File: config.mk
export PLATFORM = sky130hd
export DESIGN_NAME = rv32_store_unit
export DESIGN_NICKNAME = d
export VERILOG_FILES = /design/src/rtl/rv32_pkg.sv /design/src/rtl/rv32_store_fifo.sv /design/src/rtl/rv32_store_unit.sv
export SDC_FILE = /design/constraint.sdc
export NUM_CORES = 1
export LEC_CHECK = 0
export CORE_MARGIN = 4
export CORE_UTILIZATION = 46
export CTS_CLUSTER_SIZE = 10
export DETAILED_ROUTE_END_ITERATION = 7
export GPL_ROUTABILITY_DRIVEN = 0
export PLACE_DENSITY = 0.81
export SYNTH_ARGS = -nofsm -noshare
export SYNTH_HDL_FRONTEND = slang
export SYNTH_SLANG_ARGS = --single-unit
File: constraint.sdc
create_clock -name clk -period 4.3 [get_ports clk]
set_clock_uncertainty 0.2 [all_clocks]
set_input_delay 0.645 -clock clk [delete_from_list [all_inputs] [get_ports clk]]
set_output_delay 0.645 -clock clk [all_outputs]
set_load 0.02 [all_outputs]
File: src/rtl/rv32_pkg.sv
// Shared definitions for the RV32 store path: opcode/funct3 encodings,
// the buffered store entry and the bus write FSM states.
package rv32_pkg;

    localparam logic [6:0] OP_STORE = 7'b0100011;

    localparam logic [2:0] F3_SB = 3'b000;
    localparam logic [2:0] F3_SH = 3'b001;
    localparam logic [2:0] F3_SW = 3'b010;

    // One buffered store: word address, lane-replicated data, byte enables, target port
    typedef struct packed {
        logic [29:0] waddr;
        logic [31:0] wdata;
        logic [3:0]  be;
        logic        is_io;
    } store_entry_t;

    typedef enum logic [1:0] {
        ST_IDLE     = 2'd0,
        ST_BUSY_MEM = 2'd1,
        ST_BUSY_IO  = 2'd2
    } bus_state_t;

endpackage

File: src/rtl/rv32_store_fifo.sv
// Circular store buffer. Exposes the head entry, the is_io flag of the entry
// behind the head (so the bus FSM can chain back-to-back writes), and every
// slot's valid bit and word address for the load-conflict compare.
module rv32_store_fifo
    import rv32_pkg::*;
#(
    parameter int DEPTH = 2,
    localparam int PW = (DEPTH > 1) ? $clog2(DEPTH) : 1,
    localparam int CW = $clog2(DEPTH + 1)
) (
    input  logic                clk,
    input  logic                reset,
    input  logic                push_in,
    input  store_entry_t        push_data_in,
    input  logic                pop_in,
    output store_entry_t        head_out,
    output logic                next_is_io_out,
    output logic                full_out,
    output logic                empty_out,
    output logic [CW-1:0]       count_out,
    output logic [DEPTH-1:0]    slot_valid_out,
    output logic [DEPTH*30-1:0] slot_waddr_out
);

    store_entry_t     r_mem [DEPTH];
    logic [PW-1:0]    r_rd_ptr;
    logic [PW-1:0]    r_wr_ptr;
    logic [CW-1:0]    r_count;
    logic [DEPTH-1:0] r_slot_vld;
    logic             w_push;
    logic             w_pop;

    function automatic logic [PW-1:0] ptr_inc(input logic [PW-1:0] p);
        if (p == PW'(DEPTH - 1)) return '0;
        return p + PW'(1);
    endfunction

    assign w_push = push_in && !full_out;
    assign w_pop  = pop_in && !empty_out;

    // Entry storage, written at the write pointer; no reset needed on data
    always_ff @(posedge clk) begin
        if (w_push) r_mem[r_wr_ptr] <= push_data_in;
    end

    // Pointer and occupancy bookkeeping; simultaneous push+pop keeps the count
    always_ff @(posedge clk or posedge reset) begin
        if (reset) begin
            r_rd_ptr <= '0;
            r_wr_ptr <= '0;
            r_count  <= '0;
        end else begin
            if (w_push) r_wr_ptr <= ptr_inc(r_wr_ptr);
            if (w_pop)  r_rd_ptr <= ptr_inc(r_rd_ptr);
            if (w_push && !w_pop)      r_count <= r_count + CW'(1);
            else if (!w_push && w_pop) r_count <= r_count - CW'(1);
        end
    end

    // Per-slot valid bits; push and pop can never hit the same slot in one cycle
    always_ff @(posedge clk or posedge reset) begin
        if (reset) begin
            r_slot_vld <= '0;
        end else begin
            for (int i = 0; i < DEPTH; i++) begin
                if (w_push && r_wr_ptr == PW'(i))     r_slot_vld[i] <= 1'b1;
                else if (w_pop && r_rd_ptr == PW'(i)) r_slot_vld[i] <= 1'b0;
            end
        end
    end

    for (genvar gi = 0; gi < DEPTH; gi++) begin : g_slot
        assign slot_waddr_out[gi*30 +: 30] = r_mem[gi].waddr;
    end

    assign head_out       = r_mem[r_rd_ptr];
    assign next_is_io_out = r_mem[ptr_inc(r_rd_ptr)].is_io;
    assign full_out       = (r_count == CW'(DEPTH));
    assign empty_out      = (r_count == '0);
    assign count_out      = r_count;
    assign slot_valid_out = r_slot_vld;

endmodule

File: src/rtl/rv32_store_unit.sv
// RV32 MEM-stage store unit: decodes SB/SH/SW, drops misaligned stores,
// buffers accepted stores and drains them to the memory or IO write port.
module rv32_store_unit
    import rv32_pkg::*;
#(
    parameter int          DEPTH   = 2,
    parameter logic [31:0] IO_BASE = 32'h8000_0000
) (
    input  logic        clk,
    input  logic        reset,
    input  logic        st_valid_in,
    input  logic [31:0] iw_in,
    input  logic [31:0] addr_in,
    input  logic [31:0] rs2_data_in,
    output logic        st_ready_out,
    output logic        mem_req_out,
    input  logic        mem_ack_in,
    output logic [31:0] mem_addr_out,
    output logic [31:0] mem_wdata_out,
    output logic [3:0]  mem_be_out,
    output logic        io_req_out,
    input  logic        io_ack_in,
    output logic [31:0] io_addr_out,
    output logic [31:0] io_wdata_out,
    output logic [3:0]  io_be_out,
    input  logic        ld_check_valid_in,
    input  logic [31:0] ld_check_addr_in,
    output logic        ld_conflict_out,
    output logic        misalign_out,
    output logic [15:0] store_count_out
);

    localparam int CW = $clog2(DEPTH + 1);

    bus_state_t       r_state;
    bus_state_t       w_state_next;
    logic             r_misalign;
    logic [15:0]      r_store_count;

    store_entry_t     w_entry;
    store_entry_t     w_head;
    logic             w_known;
    logic             w_misalign;
    logic             w_accept;
    logic             w_push;
    logic             w_pop;
    logic             w_full;
    logic             w_empty;
    logic             w_next_is_io;
    logic [CW-1:0]    w_count;
    logic [DEPTH-1:0] w_slot_vld;
    logic [DEPTH*30-1:0] w_slot_waddr;
    logic             w_conflict;
    logic             w_unused;

    // Decode funct3 into lane-replicated data, byte enables and alignment
    always_comb begin
        w_entry       = '0;
        w_known       = 1'b0;
        w_misalign    = 1'b0;
        w_entry.waddr = addr_in[31:2];
        w_entry.is_io = (addr_in >= IO_BASE);
        case (iw_in[14:12])
            F3_SB: begin
                w_known       = 1'b1;
                w_entry.wdata = {4{rs2_data_in[7:0]}};
                w_entry.be    = 4'b0001 << addr_in[1:0];
            end
            F3_SH: begin
                w_known       = 1'b1;
                w_entry.wdata = {2{rs2_data_in[15:0]}};
                w_entry.be    = addr_in[1] ? 4'b1100 : 4'b0011;
                w_misalign    = addr_in[0];
            end
            F3_SW: begin
                w_known       = 1'b1;
                w_entry.wdata = rs2_data_in;
                w_entry.be    = 4'b1111;
                w_misalign    = (addr_in[1:0] != 2'b00);
            end
            default: ;
        endcase
    end

    assign st_ready_out = !w_full;
    assign w_accept     = st_valid_in && (iw_in[6:0] == OP_STORE) && st_ready_out;
    assign w_push       = w_accept && w_known && !w_misalign;
    assign w_pop        = (r_state == ST_BUSY_MEM && mem_ack_in) ||
                          (r_state == ST_BUSY_IO  && io_ack_in);

    rv32_store_fifo #(.DEPTH(DEPTH)) u_fifo (
        .clk            (clk),
        .reset          (reset),
        .push_in        (w_push),
        .push_data_in   (w_entry),
        .pop_in         (w_pop),
        .head_out       (w_head),
        .next_is_io_out (w_next_is_io),
        .full_out       (w_full),
        .empty_out      (w_empty),
        .count_out      (w_count),
        .slot_valid_out (w_slot_vld),
        .slot_waddr_out (w_slot_waddr)
    );

    // Bus FSM state register
    always_ff @(posedge clk or posedge reset) begin
        if (reset) r_state <= ST_IDLE;
        else       r_state <= w_state_next;
    end

    // Next state: on ack, follow the entry that becomes the head (or go idle)
    always_comb begin
        w_state_next = r_state;
        case (r_state)
            ST_IDLE: begin
                if (!w_empty) w_state_next = w_head.is_io ? ST_BUSY_IO : ST_BUSY_MEM;
            end
            ST_BUSY_MEM, ST_BUSY_IO: begin
                if (w_pop) begin
                    if (w_count > CW'(1))
                        w_state_next = w_next_is_io ? ST_BUSY_IO : ST_BUSY_MEM;
                    else if (w_push)
                        w_state_next = w_entry.is_io ? ST_BUSY_IO : ST_BUSY_MEM;
                    else
                        w_state_next = ST_IDLE;
                end
            end
            default: w_state_next = ST_IDLE;
        endcase
    end

    // Port outputs: only the active port presents the head, everything else is zero
    always_comb begin
        mem_req_out   = 1'b0;
        mem_addr_out  = '0;
        mem_wdata_out = '0;
        mem_be_out    = '0;
        io_req_out    = 1'b0;
        io_addr_out   = '0;
        io_wdata_out  = '0;
        io_be_out     = '0;
        case (r_state)
            ST_BUSY_MEM: begin
                mem_req_out   = 1'b1;
                mem_addr_out  = {w_head.waddr, 2'b00};
                mem_wdata_out = w_head.wdata;
                mem_be_out    = w_head.be;
            end
            ST_BUSY_IO: begin
                io_req_out    = 1'b1;
                io_addr_out   = {w_head.waddr, 2'b00};
                io_wdata_out  = w_head.wdata;
                io_be_out     = w_head.be;
            end
            default: ;
        endcase
    end

    // Misalign pulse and completed-store counter
    always_ff @(posedge clk or posedge reset) begin
        if (reset) begin
            r_misalign    <= 1'b0;
            r_store_count <= '0;
        end else begin
            r_misalign <= w_accept && w_known && w_misalign;
            if (w_pop) r_store_count <= r_store_count + 16'd1;
        end
    end

    // Word-granular overlap between the load probe and already-buffered stores
    always_comb begin
        w_conflict = 1'b0;
        for (int i = 0; i < DEPTH; i++) begin
            if (w_slot_vld[i] && (w_slot_waddr[i*30 +: 30] == ld_check_addr_in[31:2]))
                w_conflict = 1'b1;
        end
    end

    assign ld_conflict_out = ld_check_valid_in && w_conflict;
    assign misalign_out    = r_misalign;
    assign store_count_out = r_store_count;

    assign w_unused = ^{iw_in[31:15], iw_in[11:7], ld_check_addr_in[1:0]};

endmodule

Word level (Yosys, flattened, before mapping)
Memory sizes are Yosys's and may differ from the RTL's.
Cells that the tools add are included.
{ "op_classes": {"n_addsub": 5, "n_lt_le_gt_ge": 2, "n_eq_ne": 10, "n_shift": 1, "n_mux": 39, "n_bitwise": 2, "reduce_logical": 34} }
{ "ops": {"columns": ["op", "n"], "rows": [
  ["32-bit two-way mux", 4],
  ["36-bit case mux with 3 select lines", 1],
  ["30-bit == test", 2],
  ["32-bit >= comparator, second input constant", 1],
  ["1-bit two-way mux", 20],
  ["1-bit logical AND", 18],
  ["2-bit two-way mux", 9],
  ["16-bit by 1-bit adder with 16-bit output, second input constant", 1],
  ["4-bit two-way mux", 3],
  ["2-bit nonzero test", 4],
  ["7-bit by 6-bit == test with 1-bit output, second input constant", 1],
  ["1-bit zero test", 5],
  ["2-bit == test, second input constant", 2],
  ["2-bit zero test", 2],
  ["2-bit case mux with 2 select lines", 1],
  ["1-bit by 2-bit left shift with 4-bit output, first input constant", 1],
  ["3-bit by 1-bit == test with 1-bit output, second input constant", 1],
  ["3-bit by 2-bit == test with 1-bit output, second input constant", 1],
  ["3-bit zero test", 1],
  ["3-bit OR reduction", 1],
  ["1-bit adder, second input constant", 2],
  ["2-bit by 1-bit adder with 2-bit output, second input constant", 1],
  ["2-bit by 1-bit == test with 1-bit output, second input constant", 1],
  ["2-bit by 1-bit > comparator with 1-bit output, second input constant", 1],
  ["other kinds (8)", 9]
]} }
{ "word_totals": {"ff_bits": 25, "ram_bits": 134, "inputBits": 134, "out_inout_bits": 157, "wordCells": 102, "mem_count": 1} }
{ "memory_table": {"columns": ["memory", "words", "width", "read_ports", "rd_clocked_by_memory_dff", "wr", "line", "source"], "rows": [
  ["u_fifo.r_mem", 2, 67, 4, 0, 1, "rv32_store_fifo.sv:25", "store_entry_t r_mem [DEPTH];"]
]} }

Longest topological paths before layout
Gate-level depths: netlist of run 1.
{ "logic_depth": {"ltp_word": 10, "ltp_mapped": 8, "depth_no_buf": 8} }

By module
A second synthesis of run 1 with hierarchy kept.
{ "hier_totals": {"hier_cells": 742, "area_unflattened_um2": 9013.6} }
{ "modules_own_cells": {"columns": ["module", "n_inst", "cells_per_inst", "area_each_um2", "seq_area_each_um2"], "rows": [
  ["rv32_store_fifo", 1, 297, 5879.4, 4174.0],
  ["rv32_store_unit", 1, 445, 3134.3, 475.5]
]} }

Worst setup path after synthesis of run 1
No wires, ideal clock.
{ "synth_timing": {"path_kind": "input-to-reg", "startpoint": "input port iw_in[14]", "endpoint": "memory u_fifo.r_mem[1][0] (netlist bit), enable pin", "setup_time_ns": 0.433, "arrival_time_ns": 2.933, "required_ns": 3.667, "path_slack_ns": 0.733, "stages": 5, "path_buffers": 1, "cell_sequence": "buf_2 -> a21oi_2 -> nand4_1 -> a21oi_4 -> and2_1"} }
{ "synth_between": {"elab_chain_cells": 8, "word_cells_on_any_way": 12, "classes_between": "eq/ne (2); mux (4); reduce/logical (6)"} }
{ "synth_rtl": {"columns": ["item", "line", "source"], "rows": [
  ["start: declaration", "rv32_store_unit.sv:12", "input logic [31:0] iw_in,"],
  ["3-bit by 2-bit == test with 1-bit output (tied with other cells)", "rv32_store_unit.sv:63", "case (iw_in[14:12])"],
  ["3-bit OR reduction (no source line)", null, null],
  ["1-bit two-way mux", "rv32_store_unit.sv:63", null],
  ["1-bit logical AND", "rv32_store_unit.sv:87", "assign w_push = w_accept && w_known && !w_misalign;"],
  ["1-bit logical AND *", "rv32_store_unit.sv:87", null],
  ["1-bit logical AND *", "rv32_store_fifo.sv:38", "assign w_push = push_in && !full_out;"],
  ["1-bit two-way mux *", "rv32_store_fifo.sv:43", "if (w_push) r_mem[r_wr_ptr] <= push_data_in;"],
  ["1-bit two-way mux (not written as such) *", "rv32_store_fifo.sv:43", null],
  ["end: declaration", "rv32_store_fifo.sv:25", null]
]} }
Every way passes the cells marked *; elsewhere a longest branch is shown, timed or not.

Worst setup path in the final report of run 1
{ "layout_timing": {"startpoint": "input port ld_check_addr_in[20]", "endpoint": "output port ld_conflict_out"} }
{ "layout_between": {"elab_chain_cells": 5, "word_cells_on_any_way": 7, "classes_between": "eq/ne (2); mux (2); reduce/logical (3)"} }
{ "layout_rtl": {"columns": ["item", "line", "source"], "rows": [
  ["start: declaration", "rv32_store_unit.sv:27", "input logic [31:0] ld_check_addr_in,"],
  ["30-bit == test", "rv32_store_unit.sv:175", "if (w_slot_vld[i] && (w_slot_waddr[i*30 +: 30] == ld_check_addr_in[31:2]))"],
  ["1-bit logical AND", "rv32_store_unit.sv:175", null],
  ["1-bit two-way mux", "rv32_store_unit.sv:175", null],
  ["1-bit two-way mux *", "rv32_store_unit.sv:175", null],
  ["1-bit logical AND *", "rv32_store_unit.sv:180", "assign ld_conflict_out = ld_check_valid_in && w_conflict;"],
  ["end: declaration", "rv32_store_unit.sv:28", "output logic ld_conflict_out,"]
]} }
Marked as above.

==> flow_metrics.env, run 1 <==
export IMPL_multiInputGateArea_um2=3370
export IMPL_drc=0
export IMPL_start_kind="input pin"
export IMPL_cts_tree="yes"
export IMPL_tns_ps=0
export IMPL_drt_iter0_markers=303
export IMPL_cts_sinks=159
export IMPL_initial_core_util_pct=47.1
export IMPL_ys_flop_type="edfxtp_1"
export IMPL_async_flop_share_pct=15.7
export IMPL_period_minus_slack_ps=3700
export IMPL_synth_seq_area_share_pct=56.7
export IMPL_final_hold_violation_count=0
export IMPL_ant_nets=0
export IMPL_final_util_pct=67.3
export IMPL_globalRouteTotalUtil_pct=22.1
export IMPL_avgSynthCellArea_um2=12.2
export IMPL_cp_arrival_ps=2860
export IMPL_route_detailed_wl_per_inst_um=19.0
export IMPL_grt_max_degree=46
export IMPL_setup_viol=0
export IMPL_worst_pin_slew_ps=952
export IMPL_hold_class="reg -> reg"
export IMPL_core_rowCount=48
export IMPL_fmax_ghz=0.270
export IMPL_vias=6083
export IMPL_cap_viol_max_count=0
export IMPL_rsz0062_at_grt="false"
export IMPL_cts_setup_buffers=0
export IMPL_cts_htree_levels=4
export IMPL_cts_resized=0
export IMPL_status="complete, no violations"
export IMPL_grt_pass1_wl_um=34000
export IMPL_die_area_um2=20000
export IMPL_port_buffers=262
export IMPL_slew_headroom_pct=36.4
export IMPL_power_leakage_nw=4.31
export IMPL_wirelength_um=22300
export IMPL_drive_gt1_share_pct=6.88
export IMPL_critPathMaxFanout=2
export IMPL_hold_buffers=0
export IMPL_dieWidth_um=142
export IMPL_synth_edff_count=134
export IMPL_grt_pass1_vias=6224
export IMPL_ys_seq_elements=159
export IMPL_finalMaxSlewViolations=0
export IMPL_cpPeakStageDelay_ps=650
export IMPL_crit_chain="clkdlybuf4s50_1, xnor2_1, nand4_1, nor4_1, nand4_1, a21boi_0, clkdlybuf4s50_1"
export IMPL_drt_pass1_iter_count=4
export IMPL_nFillCells=1329
export IMPL_synth_area_um2=8210
export IMPL_area_growth_pct=43.0
export IMPL_peakVddDrop_v=0.000287
export IMPL_design_core_area_um2=17400
export IMPL_total_power_w=0.00604
export IMPL_clk_pin_slew_ps=60
export IMPL_vias_per_cell=5.19
export IMPL_worstSetupPathType="in -> out"
export IMPL_p_per_area_nw_per_um2=515
export IMPL_nNetsFinal=1075
export IMPL_seq_area_um2=4650
export IMPL_dp_hpwl_um=16600
export IMPL_final_area_um2=11700
export IMPL_fin_crit_sh_pct=86.1
export IMPL_io_pins=291
export IMPL_cts_root_buffer="clkbuf_16"
export IMPL_synth_cell_types=42
export IMPL_ys_warn_count=0
export IMPL_cpMaxStageDelayCell="clkdlybuf4s50_1"
export IMPL_clockBufferDepth=2
export IMPL_syn_inst=672
export IMPL_required_ps=3450
export IMPL_place_area_um2=11100
export IMPL_die_y_um=142
export IMPL_grt_overflow=0
export IMPL_numCtsBuffers=17
export IMPL_antenna_found_initial=2
export IMPL_cp_end_kind="output port"
export IMPL_clk_latency_ps=410
## synthesized netlist by cell type, types with 2 or more instances
cell type  number  area, µm²
ha_1            9        113
a22o_1          2       17.5
o21a_1          2       15.0
nand2_1        30        113
a22oi_1         3       22.5
buf_4           4       30.0
buf_2          11       55.1
and3b_1         2       17.5
nand3_1         4       20.0
nand4_1        16        100
nor2_1         20       75.1
and3_1          2       12.5
mux2i_1        75        751
inv_1          12       45.0
nor4_1          8       50.1
o21ai_0         2       10.0
a221oi_1        2       17.5
dfrtp_1        25        626
clkbuf_1       22       82.6
xor2_1         29        254
a21oi_1        29        145
nand2b_1        3       18.8
and2_1          9       56.3
xnor2_1        50        438
nor2b_1       143        895
edfxtp_1      134       4020
or2_2           9       56.3
## critical path, delay by kind of cell
kind            cells  cell delay (ps)
xor+xnor            1              140
buf+inv             2             1180
compound gates      1              270
simple gates        3              610
## logic make-up (layout without fill, tap and decap cells)
group,count (synthesis),in the layout,synth area share [%]
AND/OR/NAND/NOR,252,252,17.9
flip-flops,159,159,56.7
XOR/XNOR,79,79,8.43
multiplexers,75,75,9.15
buffers and inverters,49,319,2.59
AO/OA/AOI/OAI,48,48,3.80
adder cells (fa/ha/maj),9,9,1.37
other,1,6,0.0457
## cell usage in the layout (no fill, tap or decap), types with 3 or more instances in the layout
cell               n
clkinv_4           4
nand2b_1           3
edfxtp_1         134
nand3_1            4
a21oi_1           29
clkinv_2           4
nor4_1             8
inv_1             12
clkbuf_16         17
nand2_1           30
nor2_1            20
xnor2_1           50
conb_1             4
clkdlybuf4s50_1  262
and2_1             8
mux2i_1           75
buf_12             3
or2_2              9
ha_1               7
buf_4             10
a22oi_1            3
bufinv_16          4
nand4_1           16
nor2b_1          142
dfrtp_1           24
xor2_1            29
## registers in the layout, indices dropped and copies added, names as in the netlist
name	count
u_fifo.count_out	2
store_count_out	16
r_state	2
u_fifo.r_wr_ptr	1
u_fifo.slot_valid_out	2
u_fifo.r_mem	134
u_fifo.r_rd_ptr	1
misalign_out	1
## worst paths after layout
kind / startpoint / endpoint / slack [ps] / cells past startpoint
max: ld_check_addr_in[20] / ld_conflict_out / 600 / 7
min: store_count_out[15] / store_count_out[15] / 280 / 1
max reg2reg: r_state[1] / u_fifo.count_out[0] / 1540 / 7
min reg2reg: store_count_out[15] / store_count_out[15] / 280 / 1
max in group asynchronous: reset / u_fifo.r_rd_ptr / 2650 / 2
min in group asynchronous: reset / store_count_out[14] / 560 / 2
## final cells by class
cell class / count / share of cell area [%]
Sequential cell: 159 / 39.7
Antenna cell: 2 / 0.0427
Clock inverter: 14 / 1.63
Multi-Input combinational cell: 467 / 28.7
Timing Repair Buffer: 275 / 23.5
Inverter: 12 / 0.384
Clock buffer: 18 / 3.66
Tap cell: 225 / 2.40
## metal layers
layer  vias up  share of wire [%]  global-route usage, %
met2       290                 50                   37.5
met5         -                  0                      0
met3        43                8.3                   5.86
li1       2852                  -                      -
met4         0                3.2                   9.85
met1      2898                 39                   26.3
## where the power goes
group | leakage (nW) | switching [W] | internal [W]
sequential | 1.54 | 0.000123 | 0.00173
combinational | 2.47 | 0.00132 | 0.00129
clock | 0.304 | 0.000606 | 0.000972
## through the flow
| step | cells | hold slack [ps] | worst slack, ps |
|---|---|---|---|
| after floorplan | 675 | 248 | 733 |
| after global placement | 1138 | 268 | 624 |
| after detailed placement | 1138 | 270 | 643 |
| after CTS | 1170 | 281 | 606 |
| after global routing | 1172 | 292 | 432 |
| final | 1172 | 275 | 597 |
No activity file was read; power rests on OpenSTA's default activity.
==> run 2: changes to the inputs <==
Settings changed: ABC_CLOCK_PERIOD_IN_PS from default to 4300, CORE_UTILIZATION 46 to 47, CTS_BUF_LIST from default to sky130_fd_sc_hd__clkbuf_2 sky130_fd_sc_hd__clkbuf_4 sky130_fd_sc_hd__clkbuf_8, PLACE_DENSITY 0.81 to 0.83.
==> flow_metrics.env, run 2 (synthesis results as in run 1) <==
export IMPL_hold_buffers=0
export IMPL_place_inst=1137
export IMPL_dieWidth_um=140
export IMPL_final_cell_mix="clkdlybuf4s50_1 (262), nor2b_1 (143), edfxtp_1 (134), mux2i_1 (75), xnor2_1 (50)"
export IMPL_cts_htree_levels=4
export IMPL_die_area_um2=19600
export IMPL_final_hold_violation_count=0
export IMPL_crit_buf_inv=3
export IMPL_largest_reg_flops=134
export IMPL_drt_pass1_iter_count=5
export IMPL_status="complete, no violations"
export IMPL_cp_depth=5
export IMPL_cts_root_buffer="clkbuf_8"
export IMPL_cap_viol_max_count=0
export IMPL_cp_arrival_ps=2880
export IMPL_die_y_um=140
export IMPL_drive_gt1_share_pct=6.78
export IMPL_cts_resized=0
export IMPL_critPathTopFamily="buffers and inverters"
export IMPL_clockBufferDepth=2
export IMPL_nNetsFinal=1074
export IMPL_tns_ps=0
export IMPL_crit_chain="inv_1, ha_2, buf_4, nor2b_1, clkdlybuf4s50_1"
export IMPL_hold_class="reg -> reg"
export IMPL_route_detailed_wl_per_inst_um=19.1
export IMPL_grt_overflow=0
export IMPL_vias=6064
export IMPL_peakVddDrop_v=0.000336
export IMPL_period_minus_slack_ps=3720
export IMPL_worst_pin_slew_ps=1090
export IMPL_fin_cells=1171
export IMPL_grt_max_degree=70
export IMPL_numCtsBuffers=17
export IMPL_dp_hpwl_um=16800
export IMPL_cts_sinks=159
export IMPL_power_leakage_nw=4.24
export IMPL_io_pins=291
export IMPL_drt_iter0_markers=406
export IMPL_p_per_area_nw_per_um2=499
export IMPL_holdPathStages=1
export IMPL_port_buffers=262
export IMPL_fmax_ghz=0.269
export IMPL_cts_tree="yes"
export IMPL_rsz0062_at_grt="false"
export IMPL_wirelength_um=22300
export IMPL_area_growth_pct=41.1
export IMPL_core_rowCount=48
export IMPL_layout_commonest_cell="clkdlybuf4s50_1"
export IMPL_clk_latency_ps=440
export IMPL_critPathMaxFanout=46
export IMPL_worstSetupPathType="reg -> out"
export IMPL_vias_per_cell=5.18
export IMPL_globalRouteTotalUtil_pct=22.8
export IMPL_grt_pass1_wl_um=34600
export IMPL_cp_end_kind="output port"
export IMPL_largest_register="u_fifo.r_mem"
export IMPL_setup_viol=0
export IMPL_cts_setup_buffers=0
export IMPL_drc=0
export IMPL_antenna_found_initial=2
export IMPL_initial_core_util_pct=47.8
export IMPL_clk_pin_slew_ps=90
export IMPL_cpPeakStageDelay_ps=680
export IMPL_required_ps=3450
export IMPL_fin_crit_sh_pct=86.6
export IMPL_start_kind="register"
export IMPL_grt_pass1_vias=6324
export IMPL_cpMaxStageDelayCell="ha_2"
export IMPL_slew_headroom_pct=27.1
export IMPL_design_core_area_um2=17200
export IMPL_ant_nets=0
export IMPL_finalMaxSlewViolations=0
export IMPL_rr_worst_depth=7
==> run 2: cell count changes in the layout (fill, tap and decap cells not counted), sizes merged <==
cell / before / now
inv: 13 / 12
bufinv: 4 / 6
clkbuf: 18 / 17
buf: 13 / 12
==> run 2: cell type report <==
class | instances | area, µm²
tap | 225 | 282
multi-input combinational | 467 | 3360
sequential | 159 | 4650
inverter | 12 | 45.0
antenna | 2 | 5.00
timing repair buffer | 274 | 2750
clock inverter | 15 | 243
clock buffer | 17 | 234
fill | 1291 | 5600
==> run 2: path summary, 6_finish.rpt <==
path	from	endpoint	slack (ps)
max	r_state[1]	mem_addr_out[6]	580
min	store_count_out[15]	store_count_out[15]	280
max reg2reg	r_state[0]	u_fifo.count_out[0]	1210
min reg2reg	store_count_out[15]	store_count_out[15]	280
max in group asynchronous	reset	u_fifo.r_rd_ptr	2640
min in group asynchronous	reset	store_count_out[15]	540
==> run 2: where the power goes <==
part	internal (W)	leakage, nW	total [W]	switching, W
logic	0.00129	2.46	0.00263	0.00134
clock network	0.000748	0.239	0.00130	0.000553
registers	0.00172	1.54	0.00184	0.000115
==> run 2: routing by layer <==
metal  vias up  share of wire, %  global-route usage, %
met2       270                50                   39.7
met3        35               8.1                   6.11
met4         0               2.3                   7.75
met5         -                 0                      0
met1      2904                39                   27.4
li1       2855                 -                      -
==> run 2: stage by stage <==
stage	power [W]	worst slack, ps	util (%)	hold WS [ps]	instance area, µm²
5_1_grt	0.00606	378	67.4	310	11600
4_1_cts	0.00582	528	67.4	284	11600
2_1_floorplan	0.00338	733	-	248	8220
6_report	0.00577	577	67.4	277	11600
3_3_place_gp	0.00448	643	64.6	279	11100
3_5_place_dp	0.00452	651	64.6	272	11100
